**src/rtl/uart_pkg.sv**
```systemverilog
// Shared definitions for the UART blocks: receiver FSM states, default
// line/clock constants and helpers that size the baud-tick divider.
package uart_pkg;

    typedef enum logic [2:0] {
        IDLE    = 3'd0,
        START   = 3'd1,
        DATA    = 3'd2,
        STOP    = 3'd3,
        WAIT_HI = 3'd4
    } rx_state_e;

    localparam int unsigned FREQ_DEFAULT = 12_000_000;
    localparam int unsigned BAUD_DEFAULT = 9600;
    localparam int unsigned OS_DEFAULT   = 16;

    // Clock cycles per oversample tick; the remainder is truncated.
    function automatic int unsigned calc_div(input int unsigned freq,
                                             input int unsigned baud,
                                             input int unsigned os);
        return freq / (baud * os);
    endfunction

    // Width of a counter running 0..div-1 (at least one bit).
    function automatic int unsigned calc_cnt_w(input int unsigned div);
        return (div <= 1) ? 1 : int'($clog2(div));
    endfunction

endpackage

```
**src/rtl/uart_baud_tick.sv**
```systemverilog
// Oversample tick generator shared by the receive and transmit sides.
// Ports:
//   clk        system clock
//   rst        synchronous active-high reset (counter -> 0)
//   restart_i  forces the counter to 0 so tick phase follows an external event
//   tick_o     one-cycle pulse every DIV clocks
module uart_baud_tick
    import uart_pkg::*;
#(
    parameter int unsigned DIV   = 78,
    parameter int unsigned CNT_W = calc_cnt_w(DIV)
) (
    input  logic clk,
    input  logic rst,
    input  logic restart_i,
    output logic tick_o
);

    localparam logic [CNT_W-1:0] CNT_LAST = CNT_W'(DIV - 1);

    logic [CNT_W-1:0] cnt_q;
    logic [CNT_W-1:0] cnt_d;
    logic             at_last;

    assign at_last = (cnt_q == CNT_LAST);
    // A restart suppresses the tick so no stale phase leaks into the new frame.
    assign tick_o  = at_last && !restart_i;

    always_comb begin
        cnt_d = cnt_q + CNT_W'(1);
        if (restart_i || at_last) begin
            cnt_d = '0;
        end
    end

    always_ff @(posedge clk) begin
        if (rst) begin
            cnt_q <= '0;
        end else begin
            cnt_q <= cnt_d;
        end
    end

endmodule

```
**src/rtl/uart_rx_os.sv**
```systemverilog
// 16x-oversampling 8N1 UART receiver with 3-sample majority voting and a
// one-deep valid/ready holding register.
// Ports:
//   clk        system clock
//   rst        synchronous active-high reset
//   rx         asynchronous serial input, idle high
//   rx_data    received byte, stable while rx_valid
//   rx_valid   byte available, held until rx_ready
//   rx_ready   downstream accept
//   frame_err  one-cycle pulse when the stop bit is sampled 0
//   overrun    one-cycle pulse when a finished byte is dropped
//   rx_busy    FSM not idle
//
// state   | meaning
// IDLE    | line idle, waiting for a synchronised falling edge
// START   | validating start bit by majority at mid-bit
// DATA    | shifting in 8 data bits, LSB first
// STOP    | sampling stop bit; byte delivered at mid-stop
// WAIT_HI | stop bit was 0 (break); wait for line to return high
module uart_rx_os
    import uart_pkg::*;
#(
    parameter int unsigned FREQ = FREQ_DEFAULT,
    parameter int unsigned BAUD = BAUD_DEFAULT,
    parameter int unsigned OS   = OS_DEFAULT
) (
    input  logic       clk,
    input  logic       rst,
    input  logic       rx,
    output logic [7:0] rx_data,
    output logic       rx_valid,
    input  logic       rx_ready,
    output logic       frame_err,
    output logic       overrun,
    output logic       rx_busy
);

    localparam int unsigned DIV  = calc_div(FREQ, BAUD, OS);
    localparam int unsigned OS_W = $clog2(OS);

    localparam logic [OS_W-1:0] OS_LAST = OS_W'(OS - 1);
    localparam logic [OS_W-1:0] SMP_A   = OS_W'(OS / 2 - 1);
    localparam logic [OS_W-1:0] SMP_B   = OS_W'(OS / 2);
    localparam logic [OS_W-1:0] SMP_C   = OS_W'(OS / 2 + 1);

    logic            rx_meta_q;
    logic            rx_s_q;
    rx_state_e       state_q;
    logic [OS_W-1:0] os_cnt_q;
    logic [2:0]      bit_idx_q;
    logic [7:0]      shift_q;
    logic            smp_a_q;
    logic            smp_b_q;
    logic [7:0]      rx_data_q;
    logic            rx_valid_q;
    logic            frame_err_q;
    logic            overrun_q;

    logic tick;
    logic restart;
    logic resolve;
    logic wrap;
    logic maj;

    assign restart = (state_q == IDLE) && !rx_s_q;
    assign resolve = tick && (os_cnt_q == SMP_C);
    assign wrap    = tick && (os_cnt_q == OS_LAST);
    // Third sample is the live synchronised value on the resolving tick.
    assign maj     = (smp_a_q & smp_b_q) | (smp_a_q & rx_s_q) | (smp_b_q & rx_s_q);

    uart_baud_tick #(
        .DIV (DIV)
    ) u_tick (
        .clk       (clk),
        .rst       (rst),
        .restart_i (restart),
        .tick_o    (tick)
    );

    always_ff @(posedge clk) begin
        if (rst) begin
            rx_meta_q   <= 1'b1;
            rx_s_q      <= 1'b1;
            state_q     <= IDLE;
            os_cnt_q    <= '0;
            bit_idx_q   <= '0;
            shift_q     <= '0;
            smp_a_q     <= 1'b1;
            smp_b_q     <= 1'b1;
            rx_data_q   <= '0;
            rx_valid_q  <= 1'b0;
            frame_err_q <= 1'b0;
            overrun_q   <= 1'b0;
        end else begin
            rx_meta_q   <= rx;
            rx_s_q      <= rx_meta_q;
            frame_err_q <= 1'b0;
            overrun_q   <= 1'b0;

            // Accept; a same-cycle delivery below overrides this.
            if (rx_valid_q && rx_ready) begin
                rx_valid_q <= 1'b0;
            end

            if (tick && state_q != IDLE) begin
                os_cnt_q <= (os_cnt_q == OS_LAST) ? '0 : os_cnt_q + OS_W'(1);
                if (os_cnt_q == SMP_A) smp_a_q <= rx_s_q;
                if (os_cnt_q == SMP_B) smp_b_q <= rx_s_q;
            end

            case (state_q)
                IDLE: begin
                    if (!rx_s_q) begin
                        state_q  <= START;
                        os_cnt_q <= '0;
                    end
                end
                START: begin
                    if (resolve && maj) begin
                        state_q <= IDLE;
                    end else if (wrap) begin
                        state_q   <= DATA;
                        bit_idx_q <= '0;
                    end
                end
                DATA: begin
                    if (resolve) begin
                        shift_q <= {maj, shift_q[7:1]};
                    end
                    if (wrap) begin
                        if (bit_idx_q == 3'd7) begin
                            state_q <= STOP;
                        end else begin
                            bit_idx_q <= bit_idx_q + 3'd1;
                        end
                    end
                end
                STOP: begin
                    // Leave at mid-stop so a directly following start edge is seen.
                    if (resolve) begin
                        if (maj) begin
                            state_q <= IDLE;
                            if (!rx_valid_q || rx_ready) begin
                                rx_data_q  <= shift_q;
                                rx_valid_q <= 1'b1;
                            end else begin
                                overrun_q <= 1'b1;
                            end
                        end else begin
                            frame_err_q <= 1'b1;
                            state_q     <= WAIT_HI;
                        end
                    end
                end
                WAIT_HI: begin
                    if (rx_s_q) begin
                        state_q <= IDLE;
                    end
                end
                default: state_q <= IDLE;
            endcase
        end
    end

    assign rx_data   = rx_data_q;
    assign rx_valid  = rx_valid_q;
    assign frame_err = frame_err_q;
    assign overrun   = overrun_q;
    assign rx_busy   = (state_q != IDLE);

endmodule

```
**config.mk**
```make
export PLATFORM = sky130hd
export DESIGN_NAME = uart_rx_os
export DESIGN_NICKNAME = d
export VERILOG_FILES = /design/src/rtl/uart_pkg.sv /design/src/rtl/uart_baud_tick.sv /design/src/rtl/uart_rx_os.sv
export SDC_FILE = /design/constraint.sdc
export NUM_CORES = 1
export LEC_CHECK = 0
export BUFFER_PORTS_ARGS = -buffer_cell sky130_fd_sc_hd__clkbuf_2
export CORE_ASPECT_RATIO = 1.5
export CORE_MARGIN = 4
export CORE_UTILIZATION = 37
export CTS_CLUSTER_DIAMETER = 200
export CTS_CLUSTER_SIZE = 14
export DETAILED_ROUTE_END_ITERATION = 12
export GPL_TIMING_DRIVEN = 0
export PLACE_DENSITY = 0.61
export SYNTH_ARGS = -nofsm -noshare
export SYNTH_HDL_FRONTEND = slang
export SYNTH_SLANG_ARGS = --single-unit
```
**constraint.sdc**
```tcl
create_clock -name clk -period 2.2 [get_ports clk]
set_input_delay 0.22 -clock clk [delete_from_list [all_inputs] [get_ports clk]]
set_output_delay 0.22 -clock clk [all_outputs]
set_load 0.02 [all_outputs]
```
==> qor.txt <==
Status = finished, final reports clean
Mapped Cells = 200
Cts hold-fix bufs = 0
Yosys cell types = 41
Worst Tran Pin Value = 452 ps
H-tree levels = 2
Antenna diodes = 0
Tmin final = 2010 ps
Row cnt = 31
Total CTS buffers = 5
Most common cell after layout, fill and taps aside = dfxtp_1
Die area = 0.00639 mm²
# clock sinks = 40
Worst setup SP type = flop
Post-Route WL = 3500 µm
HP Class = in2reg
Yosys warnings = 0
Critical path's top delay family = simple AND/OR/NAND/NOR gates
Die Wd = 66.6 µm
Worst-path clk slew = 80 ps
WHS Endpoint = rx_meta_q$_SDFF_PP1_
Top_reg_cell synth = dfxtp_1
FMAX = 0.497 GHz
Initial antenna violation count = 0
Post-CTS setup buffers = 0
PwrDens = 645 mW/mm²
Initial Util = 0.387
Crit path cell chain = ha_1 > and3b_1 > nor4b_4 > nand3_2 > mux2i_1 > nor2_1
CTS tree = yes
CP peak stage delay = 420 ps
Critical Setup Path Class = reg2reg
Multi-input logic area = 0.00105 mm²
Clock root cell = clkbuf_8
Slowest CP cell = dfxtp_1
Worst path bufs/invs = 0
Total Power = 0.00138 W
Reg-to-reg startpoint = os_cnt_q[0]$_SDFF_PP0_
FF-to-FF setup slack = 190 ps
Total negative slack = 0 ps
Final net count = 233
Synth Register Bits = 40
Hold Crit Depth = 2
Post-synth ARST share = 0
Worst R2R Path Depth = 6
# IOs = 16
Period utilisation layout = 0.914
RSZ-0062 raised after global routing = no
Core area = 0.00493 mm²
Die Ht = 95.9 µm
FF+latch area = 801 µm²
Most frequent cells in the layout = dfxtp_1, nor2_1, mux2i_1
Gpl congestion = 0.749
Sequential fraction of the synthesis area = 0.420
Area grow syn2layout = 12.5%
Total Routing Usage GR = 0.124
Leak = 0.926 nW
Final Hold Viols = 0
Netlist area before placement = 0.00191 mm²
Placed wire-length estimate = 2700 µm
EDFF count, synth = 0
Clock Path Buffers = 2
Final Skew = 8.46 ps
Setup-failing EPs final = 0
Max-cap viol count = 0
Cells taking the most area after synthesis = dfxtp_1, mux2i_1, nor2_1
Via/cell ratio = 4.85
Fin util = 0.436
Min-delay src = rx
Post-synth top area share = 0.420
Clock Latency Late Sink = 290 ps
Yosys top cell by area = dfxtp_1
WP data arrival = 2170 ps
CP Capture Type = flop
Share of cells above drive strength 1 = 0.180
Port Buffers = 15
ANT nets after route = 0
Synth Net Count = 211
Wire per inst = 12.1 µm
PostCTS Resize Cnt = 0
Worst slew margin = 0.697
DRC viols = 0
CP Max Fanout = 8
Grt ovf = 0
Avg Cell Area, Syn = 9.53 µm²
Vias in the first global route = 1,358
Largest net degree at the start of global routing = 13
DRT Pass-1 Iters = 4
Worst EP required = 2360 ps
Vias = 1,398
VDD IR max = 430 µV
Fillers = 497
Slew Limit Fails = 0
DR iter-0 viols = 15
Reg2Reg Capture Point = shift_q[3]$_SDFFE_PP0P_
First-pass GRT wire length = 6110 µm
-- logic make-up (layout without fill, tap and decap cells) --
logic type | after synthesis | count (layout) | synth area share
flops | 40 | 40 | 0.420
mux | 20 | 20 | 0.106
compound gates | 16 | 16 | 0.0531
xor+xnor | 6 | 6 | 0.0276
simple gates | 96 | 96 | 0.312
fa+ha+maj | 8 | 8 | 0.0512
buf+inv | 14 | 36 | 0.0302
-- sequential cells by signal (all words and copies together) (netlist names), 3 cells and up --
register and flops:
bit_idx_q 3, os_cnt_q 4, rx_data 8, shift_q 8, state_q 3, u_tick.cnt_q 7
-- per-stage QoR --
stage / cell area (µm²) / hold slack (ps) / instances / worst slack [ps]
after detailed placement: 2060 / 403 / 281 / 222
final: 2150 / 114 / 288 / 189
after CTS: 2150 / 110 / 288 / 205
after global routing: 2150 / 115 / 288 / 37.4
after global placement: 2060 / 393 / 281 / 240
after floorplan: 1910 / 324 / 200 / 465
-- cell usage after synthesis (2+ instances only) --
master	n
nor2b_1	2
a211oi_1	2
nor3_1	5
clkbuf_1	4
mux2i_1	18
nand2b_1	4
xor2_1	4
inv_1	6
mux2_1	2
xnor2_1	2
nor2_1	31
nand4b_1	2
or2_2	2
or2_1	3
and3_1	4
nor4b_4	2
dfxtp_1	40
buf_2	4
nand3_1	5
ha_1	7
a21oi_1	9
or3_1	6
nand3_2	2
nand2_1	16
a21o_1	2
-- where the power goes --
group | total [W] | switching [W] | internal [W]
logic | 0.000180 | 0.000106 | 0.0000740
clock network | 0.000458 | 0.000244 | 0.000215
registers | 0.000745 | 0.00000760 | 0.000738
-- worst max-delay path by stage --
| stage | startpoint | endpoint | cells past startpoint | slack [ps] |
|---|---|---|---|---|
| floorplan | u_tick.cnt_q[0]$_SDFF_PP0_ | state_q[0]$_SDFFE_PP0P_ | 6 | 470 |
| global placement | os_cnt_q[0]$_SDFF_PP0_ | shift_q[0]$_SDFFE_PP0P_ | 6 | 240 |
| detailed placement | os_cnt_q[0]$_SDFF_PP0_ | shift_q[4]$_SDFFE_PP0P_ | 6 | 220 |
| CTS | os_cnt_q[0]$_SDFF_PP0_ | shift_q[3]$_SDFFE_PP0P_ | 6 | 200 |
| global route | os_cnt_q[0]$_SDFF_PP0_ | shift_q[4]$_SDFFE_PP0P_ | 6 | 40 |
| finish | os_cnt_q[0]$_SDFF_PP0_ | shift_q[3]$_SDFFE_PP0P_ | 6 | 190 |
-- cell type report --
cell class              count  area share
flip-flops and latches     40       0.373
repair buffers             15      0.0350
inverters                   6      0.0105
clock buffers               5      0.0321
multi-input cells         146       0.489
clock inverters             2     0.00583
plain buffers               8      0.0163
well taps                  66      0.0385
-- per-layer routing --
metal  global-route usage  vias to the layer above  wire, µm
met2                0.223                       19      1830
li1                     -                      727         -
met5                    0                        -         0
met3               0.0245                        5       123
met1                0.142                      647      1480
met4               0.0508                        0        64
No activity file was read; power rests on OpenSTA's default activity.
